**config.mk**
```make
export PLATFORM = sky130hd
export DESIGN_NAME = iir_biquad_cascade
export DESIGN_NICKNAME = d
export VERILOG_FILES = /design/src/rtl/iir_pkg.sv /design/src/rtl/iir_coef_bank.sv /design/src/rtl/iir_biquad_cascade.sv
export SDC_FILE = /design/constraint.sdc
export NUM_CORES = 1
export LEC_CHECK = 0
export BUFFER_PORTS_ARGS = -buffer_cell sky130_fd_sc_hd__buf_2
export CORE_ASPECT_RATIO = 2
export CORE_MARGIN = 2
export CORE_UTILIZATION = 50
export DETAILED_ROUTE_END_ITERATION = 10
export GPL_TIMING_DRIVEN = 0
export MAX_ROUTING_LAYER = met4
export PLACE_DENSITY = 0.67
export SYNTH_ARGS = -nofsm -noshare
export SYNTH_HDL_FRONTEND = slang
export SYNTH_HIERARCHICAL = 1
export SYNTH_SLANG_ARGS = --single-unit
```
**constraint.sdc**
```tcl
create_clock -name CLK -period 12.7 [get_ports CLK]
set_input_delay 0.635 -clock CLK [delete_from_list [all_inputs] [get_ports CLK]]
set_output_delay 0.635 -clock CLK [all_outputs]
set_load 0.01 [all_outputs]
```
**src/rtl/iir_pkg.sv**
```systemverilog
// Shared types and helpers for the biquad cascade: tap indices,
// FSM state encoding, accumulator sizing and output rounding/saturation.
package iir_pkg;

   localparam int TAPS_PER_STAGE = 5;

   localparam logic [2:0] TAP_B0 = 3'd0;
   localparam logic [2:0] TAP_B1 = 3'd1;
   localparam logic [2:0] TAP_B2 = 3'd2;
   localparam logic [2:0] TAP_A1 = 3'd3;
   localparam logic [2:0] TAP_A2 = 3'd4;

   typedef enum logic [1:0] {
      ST_IDLE,
      ST_MAC,
      ST_OUT
   } state_e;

   function automatic int acc_width(input int dw, input int cw);
      return dw + cw + 3;
   endfunction

   // Round half up, drop frac bits, clamp to a dw-bit signed range.
   function automatic logic signed [63:0] round_sat(
      input logic signed [63:0] acc,
      input int                 frac,
      input int                 dw
   );
      logic signed [63:0] r;
      logic signed [63:0] hi;
      logic signed [63:0] lo;
      r  = (acc + (64'sd1 <<< (frac - 1))) >>> frac;
      hi = (64'sd1 <<< (dw - 1)) - 64'sd1;
      lo = -(64'sd1 <<< (dw - 1));
      if (r > hi) begin
         r = hi;
      end else if (r < lo) begin
         r = lo;
      end
      return r;
   endfunction

endpackage

```
**src/rtl/iir_coef_bank.sv**
```systemverilog
// Coefficient register file, 5 taps per section, b0 resets to unity.
// Ports: write port (we/addr/wdata, wr_ok gate), err pulse, read by {stage,tap}.
module iir_coef_bank
   import iir_pkg::*;
#(
   parameter int COEF_WIDTH = 16,
   parameter int COEF_FRAC  = 14,
   parameter int NUM_STAGES = 2,
   parameter int ADDR_WIDTH = $clog2(5 * NUM_STAGES)
) (
   input  logic                  CLK,
   input  logic                  rst_n,
   input  logic                  wr_ok_i,
   input  logic                  coef_we_i,
   input  logic [ADDR_WIDTH-1:0] coef_addr_i,
   input  logic [COEF_WIDTH-1:0] coef_wdata_i,
   output logic                  coef_err_o,
   input  logic [2:0]            stage_i,
   input  logic [2:0]            tap_i,
   output logic [COEF_WIDTH-1:0] coef_o
);

   localparam int NC = TAPS_PER_STAGE * NUM_STAGES;
   localparam logic [COEF_WIDTH-1:0] B0_ONE = COEF_WIDTH'(1 << COEF_FRAC);

   logic [COEF_WIDTH-1:0] coef_q [NC];
   logic [COEF_WIDTH-1:0] coef_d [NC];
   logic                  err_q;
   logic                  err_d;
   logic                  in_range;
   logic [ADDR_WIDTH-1:0] rd_idx;

   always_comb begin
      in_range = coef_addr_i < ADDR_WIDTH'(NC);
      coef_d   = coef_q;
      err_d    = 1'b0;
      if (coef_we_i) begin
         if (wr_ok_i && in_range) begin
            coef_d[coef_addr_i] = coef_wdata_i;
         end else begin
            err_d = 1'b1;
         end
      end
      rd_idx = ADDR_WIDTH'({3'b000, stage_i} * 6'd5 + {3'b000, tap_i});
   end

   always_ff @(posedge CLK or negedge rst_n) begin
      if (!rst_n) begin
         for (int i = 0; i < NC; i++) begin
            coef_q[i] <= (i % TAPS_PER_STAGE == 0) ? B0_ONE : '0;
         end
         err_q <= 1'b0;
      end else begin
         coef_q <= coef_d;
         err_q  <= err_d;
      end
   end

   assign coef_o     = coef_q[rd_idx];
   assign coef_err_o = err_q;

endmodule

```
**src/rtl/iir_biquad_cascade.sv**
```systemverilog
// Cascade of DF-I biquads sharing one MAC, one tap per cycle.
// Ports: valid/ready sample in, out_valid pulse + y_n, coef write port, bypass, clear.
module iir_biquad_cascade
   import iir_pkg::*;
#(
   parameter int DATA_WIDTH = 16,
   parameter int COEF_WIDTH = 16,
   parameter int COEF_FRAC  = 14,
   parameter int NUM_STAGES = 2
) (
   input  logic                                CLK,
   input  logic                                rst_n,
   input  logic                                enable,
   input  logic                                clear_state,
   input  logic                                in_valid,
   output logic                                in_ready,
   input  logic [DATA_WIDTH-1:0]               x_n,
   output logic                                out_valid,
   output logic [DATA_WIDTH-1:0]               y_n,
   input  logic                                coef_we,
   input  logic [$clog2(5*NUM_STAGES)-1:0]     coef_addr,
   input  logic [COEF_WIDTH-1:0]               coef_wdata,
   output logic                                coef_err
);

   localparam int AW = acc_width(DATA_WIDTH, COEF_WIDTH);

   state_e state_q, state_d;
   logic [2:0] stage_q, stage_d;
   logic [2:0] tap_q, tap_d;
   logic signed [AW-1:0] acc_q, acc_d;
   logic signed [AW-1:0] prod, acc_sum;
   logic signed [DATA_WIDTH-1:0] xin_q, xin_d;
   logic signed [DATA_WIDTH-1:0] y_q, y_d;
   logic signed [DATA_WIDTH-1:0] opnd, y_sat;
   logic signed [DATA_WIDTH-1:0] hx1, hx2, hy1, hy2;
   logic signed [DATA_WIDTH-1:0] x1_q [NUM_STAGES];
   logic signed [DATA_WIDTH-1:0] x1_d [NUM_STAGES];
   logic signed [DATA_WIDTH-1:0] x2_q [NUM_STAGES];
   logic signed [DATA_WIDTH-1:0] x2_d [NUM_STAGES];
   logic signed [DATA_WIDTH-1:0] y1_q [NUM_STAGES];
   logic signed [DATA_WIDTH-1:0] y1_d [NUM_STAGES];
   logic signed [DATA_WIDTH-1:0] y2_q [NUM_STAGES];
   logic signed [DATA_WIDTH-1:0] y2_d [NUM_STAGES];
   logic [COEF_WIDTH-1:0] coef_raw;
   logic signed [COEF_WIDTH-1:0] coef;

   iir_coef_bank #(
      .COEF_WIDTH (COEF_WIDTH),
      .COEF_FRAC  (COEF_FRAC),
      .NUM_STAGES (NUM_STAGES)
   ) u_coef (
      .CLK          (CLK),
      .rst_n        (rst_n),
      .wr_ok_i      (state_q == ST_IDLE),
      .coef_we_i    (coef_we),
      .coef_addr_i  (coef_addr),
      .coef_wdata_i (coef_wdata),
      .coef_err_o   (coef_err),
      .stage_i      (stage_q),
      .tap_i        (tap_q),
      .coef_o       (coef_raw)
   );

   assign coef = coef_raw;

   always_comb begin
      hx1 = '0;
      hx2 = '0;
      hy1 = '0;
      hy2 = '0;
      for (int s = 0; s < NUM_STAGES; s++) begin
         if (3'(s) == stage_q) begin
            hx1 = x1_q[s];
            hx2 = x2_q[s];
            hy1 = y1_q[s];
            hy2 = y2_q[s];
         end
      end
      unique case (tap_q)
         TAP_B1:  opnd = hx1;
         TAP_B2:  opnd = hx2;
         TAP_A1:  opnd = hy1;
         TAP_A2:  opnd = hy2;
         default: opnd = xin_q;
      endcase
      prod    = AW'(coef) * AW'(opnd);
      // Feedback taps enter with a minus sign.
      acc_sum = (tap_q >= TAP_A1) ? acc_q - prod : acc_q + prod;
      y_sat   = DATA_WIDTH'(round_sat(64'(acc_sum), COEF_FRAC, DATA_WIDTH));
   end

   always_comb begin
      state_d = state_q;
      stage_d = stage_q;
      tap_d   = tap_q;
      acc_d   = acc_q;
      xin_d   = xin_q;
      y_d     = y_q;
      x1_d    = x1_q;
      x2_d    = x2_q;
      y1_d    = y1_q;
      y2_d    = y2_q;
      unique case (state_q)
         ST_IDLE: begin
            if (in_valid && !clear_state) begin
               if (enable) begin
                  xin_d   = x_n;
                  stage_d = '0;
                  tap_d   = TAP_B0;
                  acc_d   = '0;
                  state_d = ST_MAC;
               end else begin
                  y_d     = x_n;
                  state_d = ST_OUT;
               end
            end
         end
         ST_MAC: begin
            acc_d = acc_sum;
            if (tap_q == TAP_A2) begin
               for (int s = 0; s < NUM_STAGES; s++) begin
                  if (3'(s) == stage_q) begin
                     x2_d[s] = x1_q[s];
                     x1_d[s] = xin_q;
                     y2_d[s] = y1_q[s];
                     y1_d[s] = y_sat;
                  end
               end
               acc_d = '0;
               tap_d = TAP_B0;
               if (stage_q == 3'(NUM_STAGES - 1)) begin
                  y_d     = y_sat;
                  state_d = ST_OUT;
               end else begin
                  stage_d = stage_q + 3'd1;
                  xin_d   = y_sat;
               end
            end else begin
               tap_d = tap_q + 3'd1;
            end
         end
         ST_OUT: begin
            state_d = ST_IDLE;
         end
         default: begin
            state_d = ST_IDLE;
         end
      endcase
      // Clear aborts any sample in flight; y_n keeps its old value.
      if (clear_state) begin
         state_d = ST_IDLE;
         acc_d   = '0;
         tap_d   = TAP_B0;
         stage_d = '0;
         y_d     = y_q;
         for (int s = 0; s < NUM_STAGES; s++) begin
            x1_d[s] = '0;
            x2_d[s] = '0;
            y1_d[s] = '0;
            y2_d[s] = '0;
         end
      end
   end

   always_ff @(posedge CLK or negedge rst_n) begin
      if (!rst_n) begin
         state_q <= ST_IDLE;
         stage_q <= '0;
         tap_q   <= TAP_B0;
         acc_q   <= '0;
         xin_q   <= '0;
         y_q     <= '0;
         for (int s = 0; s < NUM_STAGES; s++) begin
            x1_q[s] <= '0;
            x2_q[s] <= '0;
            y1_q[s] <= '0;
            y2_q[s] <= '0;
         end
      end else begin
         state_q <= state_d;
         stage_q <= stage_d;
         tap_q   <= tap_d;
         acc_q   <= acc_d;
         xin_q   <= xin_d;
         y_q     <= y_d;
         x1_q    <= x1_d;
         x2_q    <= x2_d;
         y1_q    <= y1_d;
         y2_q    <= y2_d;
      end
   end

   assign in_ready  = (state_q == ST_IDLE);
   assign out_valid = (state_q == ST_OUT) && !clear_state;
   assign y_n       = y_q;

endmodule

```
# Word level (Yosys, flattened, before mapping)
# Cells that the tools add are included.
# classes
mux,70
eq_ne,19
n_reduce_logical,21
bitwise,3
addsub,6
multipliers,2
magnitude_cmp,7
# ops
cell,count
16-bit 2-to-1 mux,29
32-bit 2-to-1 mux,12
35-bit 2-to-1 mux,5
160-bit bitwise mux,1
35-bit case mux with 2 select lines,1
16-bit binary-select mux with 4-bit select,1
16-bit demux with 4-bit select,1
16-bit case mux with 2 select lines,2
16-bit case mux with 4 select lines,1
35-bit by 15-bit adder with 36-bit output (second input constant),1
35-bit by 32-bit adder with 35-bit output,1
35-bit by 32-bit subtractor with 35-bit output,1
16-bit by 16-bit multiplier with 32-bit output,1
22-bit by 16-bit > comparator with 1-bit output (second input constant),1
22-bit by 16-bit < comparator with 1-bit output (second input constant),1
3-bit 2-to-1 mux,7
3-bit inequality test (second input constant),5
2-bit inequality test (second input constant),6
3-bit case mux with 2 select lines,2
3-bit AND reduction,4
5-bit greater-or-equal comparator (second input constant),2
2-bit 2-to-1 mux,5
4-bit inverter with 5-bit output,2
5-bit AND reduction,2
other kinds (23),34
# word_totals
output_inout_bits,19
elab_cells,153
register_bits,364

# Depth between registers and ports, before layout
# logic_depth
word_depth,17
depth_mapped,54

# Cells and area by module
# Netlist, hierarchy kept.
# by_module_without_submodules
mod,instances,seq_area_each_um2,area_each_um2,cells_each
iir_biquad_cascade,1,5079.9,23231.0,2699
iir_coef_bank,1,4031.4,7678.6,512

# Worst setup path before layout
# Ideal clock, no wire load.
# synth_path
path_kind,flip-flop to flip-flop
start,register stage_q[0]
end,register y1_q[26] (netlist name)
t_arrival_ns,12.087
required_time_ns,12.606
path_stages_with_launch,49
synth_period_minus_slack_ns,12.181
slack_ns,0.519
cell_sequence,dfrtp_1 ha_1 ha_1 inv_1 fa_1 xor2_1 xor2_1 and2_1 clkbuf_1 buf_2 a221o_2 clkbuf_1 and2_1 fa_1 inv_1 fa_1 fa_1 inv_1 [13 not listed] or2_2 inv_1 a21oi_1 xnor2_1 ha_1 clkbuf_1 nand2_1 o21ba_2 and3_1 a211oi_1 nand4_1 nand4bb_1 or4_1 a211oi_1 a211o_1 buf_2 nand2_1 a211oi_1
# synth_via
elab_chain_len,17
# synth_lines
item,line,rtl
from (decl),iir_biquad_cascade.sv:29,"logic [2:0] stage_q, stage_d;"
from (signal assigned),iir_biquad_cascade.sv:182,stage_q <= stage_d;
3-bit by 3-bit multiplier with 4-bit output *,iir_coef_bank.sv:44,"rd_idx = ADDR_WIDTH'({3'b000, stage_i} * 6'd5 + {3'b000, tap_i});"
4-bit by 3-bit adder with 4-bit output *,iir_coef_bank.sv:44,
4-bit inverter with 5-bit output (not written as such) *,iir_coef_bank.sv:59,assign coef_o = coef_q[rd_idx];
16-bit binary-select mux with 4-bit select *,iir_coef_bank.sv:59,
16-bit 2-to-1 mux (not written as such) * (2 in a row),iir_coef_bank.sv:59,
net coef[8],iir_biquad_cascade.sv:46,logic signed [COEF_WIDTH-1:0] coef;
16-bit by 16-bit multiplier with 32-bit output *,iir_biquad_cascade.sv:87,prod = AW'(coef) * AW'(opnd);
35-bit by 32-bit adder with 35-bit output / 35-bit by 32-bit subtractor with 35-bit output (equally long branches),iir_biquad_cascade.sv:89,acc_sum = (tap_q >= TAP_A1) ? acc_q - prod : acc_q + prod;
35-bit 2-to-1 mux *,iir_biquad_cascade.sv:89,
35-bit by 15-bit adder with 36-bit output *,iir_pkg.sv:32,r = (acc + (64'sd1 <<< (frac - 1))) >>> frac;
22-bit by 16-bit < comparator with 1-bit output,iir_pkg.sv:37,end else if (r < lo) begin
16-bit 2-to-1 mux,iir_pkg.sv:37,
16-bit 2-to-1 mux *,iir_pkg.sv:35,if (r > hi) begin
16-bit 2-to-1 mux *,iir_biquad_cascade.sv:123,if (3'(s) == stage_q) begin
32-bit 2-to-1 mux *,iir_biquad_cascade.sv:121,if (tap_q == TAP_A2) begin
32-bit 2-to-1 mux *,iir_biquad_cascade.sv:104,unique case (state_q)
32-bit 2-to-1 mux *,iir_biquad_cascade.sv:151,if (clear_state) begin
to (signal assigned),iir_biquad_cascade.sv:189,y1_q <= y1_d;
to (decl),iir_biquad_cascade.sv:41,logic signed [DATA_WIDTH-1:0] y1_q [NUM_STAGES];
# The timed path passes the listed nets; every way through them passes the cells marked *. The select of a mux whose other input is x is not followed.
# A chain may end at the register's enable or synchronous reset.

# Final worst setup path
# layout_path
start,register stage_q[0]
end,register xin_q[5]
# layout_via
elab_chain_len,16
# layout_lines
item,line,rtl
3-bit by 3-bit multiplier with 4-bit output *,iir_coef_bank.sv:44,
4-bit by 3-bit adder with 4-bit output *,iir_coef_bank.sv:44,
4-bit inverter with 5-bit output (not written as such) *,iir_coef_bank.sv:59,
16-bit binary-select mux with 4-bit select *,iir_coef_bank.sv:59,
16-bit 2-to-1 mux (not written as such) * (2 in a row),iir_coef_bank.sv:59,
net coef[1],iir_biquad_cascade.sv:46,
16-bit by 16-bit multiplier with 32-bit output *,iir_biquad_cascade.sv:87,
35-bit by 32-bit adder with 35-bit output / 35-bit by 32-bit subtractor with 35-bit output (equally long branches),iir_biquad_cascade.sv:89,
35-bit 2-to-1 mux *,iir_biquad_cascade.sv:89,
35-bit by 15-bit adder with 36-bit output *,iir_pkg.sv:32,
22-bit by 16-bit < comparator with 1-bit output,iir_pkg.sv:37,
16-bit 2-to-1 mux,iir_pkg.sv:37,
16-bit 2-to-1 mux *,iir_pkg.sv:35,
16-bit 2-to-1 mux *,iir_biquad_cascade.sv:132,if (stage_q == 3'(NUM_STAGES - 1)) begin
16-bit 2-to-1 mux *,iir_biquad_cascade.sv:121,
16-bit case mux with 2 select lines *,iir_biquad_cascade.sv:104,
to (signal assigned),iir_biquad_cascade.sv:185,xin_q <= xin_d;
to (decl),iir_biquad_cascade.sv:33,"logic signed [DATA_WIDTH-1:0] xin_q, xin_d;"
# Marked as above.

==> metrics.md <==
| Metric | Value |
|---|---|
| Status | finished with violations |
| Failing checks | hold timing |
| Most used cell, CP | fa_1 |
| Max cap viols | 0 |
| FP Rows | 129 |
| Post-synth top flop | dfrtp_1 |
| Mux contribution to synthesized area | 8.89% |
| Slowest CP cell | fa_1 |
| Port Buffers | 42 |
| Tmin final | 12,440 ps |
| Compound-cell area share of the yosys netlist | 14.7% |
| Die width | 180 um |
| Post-synth ARST share | 100% |
| Pre-antenna DRT Iters | 5 |
| Worst-skew pair later-pin latency | 590 ps |
| Final hold vios | 2 |
| GRT Resource Usage Total | 30.3% |
| CP Data Required Time | 13,170 ps |
| Post-synthesis cell area | 0.0309 mm2 |
| Top Layer Used | met4 |
| Post-synth top cells | nand2_1, dfrtp_1, inv_1, fa_1, a21oi_1 |
| Initial antenna violation count | 1 |
| Via-to-Cell Ratio | 5.99 |
| Area contributors post-synth | dfrtp_1, fa_1, mux2_2 |
| Post-synthesis adder-cell area fraction | 22.4% |
| Worst Hold Class | input port to async pin |
| Post-Synth Simple-Gate Area | 15.2% |
| Setup crit start kind | register |
| Clock Tree Buf Depth | 3 |
| Met2 wire length | 45.3 mm |
| Largest net degree at the start of global routing | 115 |
| Final core utilization | 58.2% |
| Setup crit end kind | register |
| Clock Tree Root | clkbuf_16 |
| CP Class | register to register |
| Crit path max fanout | 10 |
| Routed Antenna Nets | 0 |
| Core ar. | 0.0615 mm2 |
| Placed cells | 4,046 |
| Critical Path AT | 12,910 ps |
| Per-cell routed wire length | 22.6 um |
| CP max stage delay | 630 ps |
| Grt ovf | 0 |
| Fraction of layout cells with a size suffix above 1 | 22.6% |
| Final Wtd Congestion | 0.960 |
| Worst slew margin | 13.9% |
| Setup violators final | 0 |
| Worst-path clk slew | 70 ps |
| Routed vias | 25,076 |
| Post-Synth XOR/XNOR Area | 2.81% |
| Period utilisation layout | 97.9% |
| Layout Nets | 3,807 |
| Vias in the first global route | 25,339 |
| CTS Buf Count | 36 |
| Initial Utilization | 50.3% |
| Synth cell types | 94 |
| Total Wirelength | 94.4 mm |
| Synth warn | 6 |
| Top cell type's share of synthesized area | 29.3% |
| Mapped Avg Cell Area | 9.63 um2 |
| Synthesized flop and latch total | 364 |
| Post-synth EDFFs | 0 |
| Number of antenna diodes | 0 |
| TritonCTS clock tree | yes |
| Post-Layout Cell Count | 4,184 |
| Max Slew Vio Count | 0 |
| Die area | 0.0639 mm2 |
| Fin Hold WS | -1.03 ps |
| Clock Sinks | 364 |
| Die Ht | 356 um |
| Most common cell in the synthesized netlist | nand2_1 |
| H-tree levels | 2 |
| WL met1 | 37.4 mm |
| Clock skew | 38.0 ps |
| First-pass GRT wire length | 147 mm |
| Largest family of logic cells by synthesized area | adder cells |
| I/O pin total | 61 |
| Fmax | 80.4 MHz |
| Syn nets | 3,648 |
| Largest area contributor in the netlist | dfrtp_1 |
| Met3 WL | 5.95 mm |
| Post-route DRC | 0 |
| Seq/Total Area, Yosys | 29.5% |
| Area grow syn2layout | 15.9% |
| Least-Margin Pin Slew | 1280 ps |
| Post-DP HPWL | 71.1 mm |
| Setup TNS | 0 ps |
| Drt initial violations | 1,966 |
| Post-Synthesis Cells | 3,211 |
## critical path, delay by kind of cell, from the launching register on
family | cells | cell delay (ps)
buffers and inverters | 7 | 810
flip-flops | 1 | 460
adder cells (fa/ha/maj) | 11 | 4720
AO/OA/AOI/OAI | 13 | 3140
XOR/XNOR | 3 | 660
AND/OR/NAND/NOR | 10 | 2520
## per-stage QoR
step | worst slack, ps | hold slack [ps] | area, um2
global placement | -2950 | 463 | 32100
floorplan | 519 | 339 | 30900
CTS | 1.91 | 10.1 | 34500
global route | -98.3 | 40.1 | 35800
detailed placement | -3090 | 465 | 32300
finish | 265 | -1.03 | 35800
## path summary, 6_finish.rpt
| path | start | endpoint | slack (ps) | cells after the start |
|---|---|---|---|---|
| setup / recovery | stage_q[0] | xin_q[5] | 260 | 44 |
| hold / removal | rst_n | u_coef/coef_q[147] | -1 | 1 |
| setup reg to reg | stage_q[0] | xin_q[5] | 260 | 44 |
| hold reg to reg | acc_q[0] | acc_q[0] | 480 | 2 |
| max in group asynchronous | rst_n | x1_q[11] | 10740 | 4 |
| min in group CLK | coef_we | u_coef/coef_err_o | 360 | 2 |
## registers in the layout, summed over array words and instances (netlist names)
signal,flops
x2_q,32
u_coef/coef_q,160
acc_q,35
xin_q,16
state_q,2
tap_q,3
x1_q,32
y2_q,32
u_coef/coef_err_o,1
y_n,16
stage_q,3
y1_q,32
## routing by layer
layer	vias up	track usage [%]
met5	-	-
met4	0	15.1
met3	269	3.88
met2	911	48.9
met1	12604	37.6
li1	11292	-
## cell usage in the layout (no fill, tap or decap), drive strengths merged, types with 48 or more instances in the layout
cell    synthesis  layout
fa            264     264
ha            131     131
nand2         417     417
and2           67      67
xnor2          48      48
inv           315     316
mux2          161     161
xor2           51      51
dfrtp         362     362
buf            59     212
clkbuf        131     151
a22oi          62      62
nor2b          92      92
o21ai          96      96
a21oi         190     190
nor2          169     169
## logic make-up after synthesis
kind of cell / after synthesis
compound gates: 656
xor+xnor: 99
fa+ha+maj: 395
buf+inv: 505
flops: 364
mux: 221
simple gates: 971
## what timing repair did
item	in CTS	in global routing
hold buffers	0	0
gates cloned	0	2
pin swaps	24	70
endpoints found under the setup margin	78	65
resized for setup	203	216
buffers inserted	24	65
## final cells by class
type,count,area [um2]
Buffer,171,958
Clock buffer,52,1050
Clock inverter,14,236
Fill cell,5251,25700
Inverter,315,1190
Multi-Input combinational cell,2342,21200
Sequential cell,364,9110
Tap cell,786,983
Timing Repair Buffer,140,1050
Power is left out: the tool's default activity adds up to more than one toggle a clock period on the data nets, which glitch-free logic cannot reach.
